<file path="config.mk">
export PLATFORM = sky130hd
export DESIGN_NAME = reg_dump_reader
export DESIGN_NICKNAME = d
export VERILOG_FILES = /design/src/rtl/dump_pkg.sv /design/src/rtl/register.sv /design/src/rtl/reg_dump_reader.sv
export SDC_FILE = /design/constraint.sdc
export NUM_CORES = 1
export LEC_CHECK = 0
export BUFFER_PORTS_ARGS = -buffer_cell sky130_fd_sc_hd__clkbuf_2
export CORE_ASPECT_RATIO = 1.4
export CORE_MARGIN = 2
export CORE_UTILIZATION = 48
export DETAILED_ROUTE_END_ITERATION = 10
export HOLD_SLACK_MARGIN = 0.12
export PLACE_DENSITY = 0.84
export SLEW_MARGIN = 20
export SYNTH_ARGS = -nofsm -noshare
export SYNTH_HDL_FRONTEND = slang
export SYNTH_HIERARCHICAL = 1
export SYNTH_SLANG_ARGS = --single-unit
</file>
<file path="constraint.sdc">
create_clock -name clk -period 3.2 [get_ports clk]
set_clock_uncertainty 0.2 [all_clocks]
set_input_delay 0.48 -clock clk [delete_from_list [all_inputs] [get_ports clk]]
set_output_delay 0.48 -clock clk [all_outputs]
set_load 0.02 [all_outputs]
</file>
<file path="src/rtl/dump_pkg.sv">
// Shared types and constants for the register dump readout engine.
package dump_pkg;
  typedef enum logic [1:0] {IDLE, FETCH, SEND, DONE} state_e;
  localparam int NUM_REGS_DEF = 16;
  localparam int DATA_W       = 32;
endpackage

</file>
<file path="src/rtl/register.sv">
// Generic loadable register: synchronous clear, load on enable.
module register #(
  parameter int W = 32
) (
  input  logic         clk,
  input  logic         clr,
  input  logic         enable,
  input  logic [W-1:0] d,
  output logic [W-1:0] q
);
  always_ff @(posedge clk) begin
    if (clr)         q <= '0;
    else if (enable) q <= d;
  end
endmodule

</file>
<file path="src/rtl/reg_dump_reader.sv">
// Walks every register through the shared out-select lines and streams each
// captured value out on a valid/ready port, with index and last-word tags.
module reg_dump_reader
  import dump_pkg::*;
#(
  parameter int NUM_REGS = NUM_REGS_DEF,
  parameter int IDX_W    = $clog2(NUM_REGS)
) (
  input  logic                clk,
  input  logic                clr,
  input  logic                start,
  output logic                busy,
  output logic                done,
  output logic [NUM_REGS-1:0] rd_sel,
  input  logic [DATA_W-1:0]   rd_data,
  output logic                out_valid,
  input  logic                out_ready,
  output logic [DATA_W-1:0]   out_data,
  output logic [IDX_W-1:0]    out_index,
  output logic                out_last
);
  state_e           state_q, state_d;
  logic [IDX_W-1:0] idx_q, idx_d;
  logic [IDX_W-1:0] out_index_q;
  logic             out_last_q;
  logic             is_last;
  logic             capture_en;

  assign is_last    = (idx_q == IDX_W'(NUM_REGS - 1));
  assign capture_en = (state_q == FETCH);

  always_ff @(posedge clk) begin
    if (clr) begin
      state_q     <= IDLE;
      idx_q       <= '0;
      out_index_q <= '0;
      out_last_q  <= 1'b0;
    end else begin
      state_q <= state_d;
      idx_q   <= idx_d;
      if (capture_en) begin
        out_index_q <= idx_q;
        out_last_q  <= is_last;
      end
    end
  end

  // Terminal check precedes the increment, so idx never wraps mid-dump.
  always_comb begin
    state_d = state_q;
    idx_d   = idx_q;
    case (state_q)
      IDLE: if (start) begin
        state_d = FETCH;
        idx_d   = '0;
      end
      FETCH: state_d = SEND;
      SEND: if (out_ready) begin
        if (is_last) state_d = DONE;
        else begin
          idx_d   = idx_q + 1'b1;
          state_d = FETCH;
        end
      end
      DONE:    state_d = IDLE;
      default: state_d = IDLE;
    endcase
  end

  always_comb begin
    busy      = (state_q != IDLE);
    done      = (state_q == DONE);
    out_valid = (state_q == SEND);
    rd_sel    = '0;
    if (state_q == FETCH) rd_sel[idx_q] = 1'b1;
  end

  assign out_index = out_index_q;
  assign out_last  = out_last_q;

  register #(.W(DATA_W)) u_capture (
    .clk    (clk),
    .clr    (clr),
    .enable (capture_en),
    .d      (rd_data),
    .q      (out_data)
  );
endmodule

</file>
==> summary.md <==
| Metric | Value |
|---|---|
| Mapped Nets | `233` |
| Die W | `56.1 um` |
| H-tree Lvls | `2` |
| Hold buffers post-CTS | `0` |
| Min-Delay Path Class | `in2reg` |
| CTS Buf Count | `5` |
| Clk Latency, worst-skew pair | `0.28 ns` |
| Worst-path maximum fanout | `9` |
| Num rows | `26` |
| Global-route wire length before repair | `between 6 and 7 mm` |
| Max-capacitance violation count | `0` |
| Layout area overhead | `28.7%` |
| Routability cong. | `0.812` |
| Post-synth EDFFs | `0` |
| Setup Crit Path Kind | `reg2out` |
| Initial antenna violation count | `0` |
| Post-Layout Cell Count | `323` |
| Worst EP arrival | `~1.6 ns` |
| # DRC | `0` |
| Crit-path cells | `nand2b_1 -> inv_2 -> nand2_1 -> nor3_1 -> clkbuf_2` |
| Share of layout cells above drive strength 1 | `37.0%` |
| Slowest CP cell | `dfxtp_1` |
| Fin crit share | `70.3%` |
| RSZ-0062 raised after global routing | `no` |
| Slew @ Worst Pin | `0.577 ns` |
| DRT Pass-1 Iters | `4` |
| Synthesized instance count | `193` |
| Most frequent cells in the layout | `91 x clkbuf_2, 46 x nor2_1, 43 x dfxtp_1, 35 x mux2i_1, 16 x nand2_1` |
| WL/cell | `roughly 12 um` |
| Max clock buf depth | `2` |
| Initial Util | `50.0%` |
| Asr flop ratio synth | `0%` |
| Die area | `0.00431 mm^2` |
| Post-route ant nets | `0` |
| Slowest stage delay, CP | `0.49 ns` |
| N_diodes | `0` |
| Post-CTS Setup Repair Bufs | `0` |
| CTS tree | `done` |
| Setup TNS Final | `0 ns` |
| WHS | `0.233 ns` |
| Ys Warns | `6` |
| Final Hold Fails | `0` |
| Total track usage | `between 10% and 20%` |
| Worst EP required | `2.52 ns` |
| Finish-stage setup viols | `0` |
| PD cells | `482 mW/mm^2` |
| Tmin final | `about 2.3 ns` |
| Post-CTS sizing | `0` |
| Core area | `0.00364 mm^2` |
| Post-synth cell types | `30` |
| Fin. max-slew vios | `0` |
| Vias/cell | `about 5` |
| Max Clock Freq | `0.444 GHz` |
| Die Ht | `between 70 and 80 um` |
| CTS sink cnt | `43` |
| Predominant post-synthesis flop cell | `dfxtp_1` |
| Via count of the first global-routing pass | `1476` |
| Peak supply drop | `0.387 mV` |
| DRT iter0 DRCs | `47` |
| Routed WL | `3.93 mm` |
| Crit path capture type | `output pin` |
| Mapped Area | `0.00182 mm^2` |
| Io pins | `92` |
| Gr ovfl total | `0` |
| Critical path launch point type | `flop` |
| Synthesized flop and latch total | `43` |
| Commonest non-fill, non-tap cell in the layout | `clkbuf_2` |
| Number of port buffers | `91` |
| Largest net degree at the start of global routing | `38` |
| Rel. slew slack | `~60%` |
| Register area share after synthesis | `47.3%` |
| Outcome | `complete, no violations` |
| Post-DP HPWL | `2.96 mm` |
| Syn avg cell area | `9.43 um^2` |
| Via count | `1614` |
| Clock transition at path regs | `approximately 0.070 ns` |
| Leak | `1.10 nW` |
| CTS root buf | `clkbuf_8` |
| Total power draw | `1.13 mW` |
| Final net count | `321` |
| Post-Place Cells | `316` |
-- logic make-up after synthesis --
family	synth area share (%)
simple gates	18.8
flops	47.3
mux	19.2
buf+inv	6.94
compound gates	5.02
fa+ha+maj	2.75
-- through the flow --
step           util (%)  worst slack (ns)  instance area [um^2]
6_report           64.3             0.949                  2340
5_1_grt            64.3             0.787                  2340
4_1_cts            64.3             0.942                  2340
3_5_place_dp       61.5              1.25                  2240
3_3_place_gp       61.5              1.29                  2240
2_1_floorplan         -              1.20                  1820
-- Yosys cell counts (all sizes together), types with 3 or more instances --
library cell,number,area share (%)
ha,4,2.7
nand3,3,0.82
nand2,16,3.3
nand2b,3,1.0
clkbuf,7,1.5
inv,5,1.0
nor2,46,9.5
a21oi,6,1.6
buf,5,4.2
dfxtp,43,47
nor3,5,1.4
mux2i,35,19
-- flip-flops by register name, summed over array words and instances, names as in the netlist --
signal	flops
out_index	4
u_capture/q	32
state_q	2
out_last	1
idx_q	4
-- power breakdown --
group	switching, mW	internal, mW	total (mW)
combinational	0.0948	0.0684	0.163
clock	0.162	0.229	0.391
sequential	0.0150	0.559	0.574
total	0.272	0.856	1.13
-- layout make-up --
cell class	instances	area (um^2)
fill	365	1300
tap	42	52.6
clock inverter	1	30.0
sequential	43	861
multi-input combinational	132	833
inverter	6	22.5
timing repair buffer	93	470
clock buffer	6	72.6
-- metal layers --
metal  wire, um  track usage, %  up-vias  share of wire (%)
li1           -               -      810                  -
met1       1530            19.3      755                 39
met2       2150            35.9       41                 55
met3        195            5.06        8                5.0
met4         59            5.00        0                1.5
met5          0               0        -                  0
-- worst max-delay path: cells and delay by family (launching register included) --
kind | cells | cell delay [ns]
simple gates | 3 | 0.47
flops | 1 | 0.49
buf+inv | 2 | 0.32
-- worst paths after layout --
path               endpoint  cells past startpoint    startpoint  slack (ns)
max               rd_sel[1]                      5    state_q[0]        0.95
min          u_capture/q[0]                      3    rd_data[0]        0.23
max reg2reg  u_capture/q[8]                      5    state_q[0]        1.21
min reg2reg    out_index[2]                      2  out_index[2]        0.26
(Power assumes the default switching activity.)
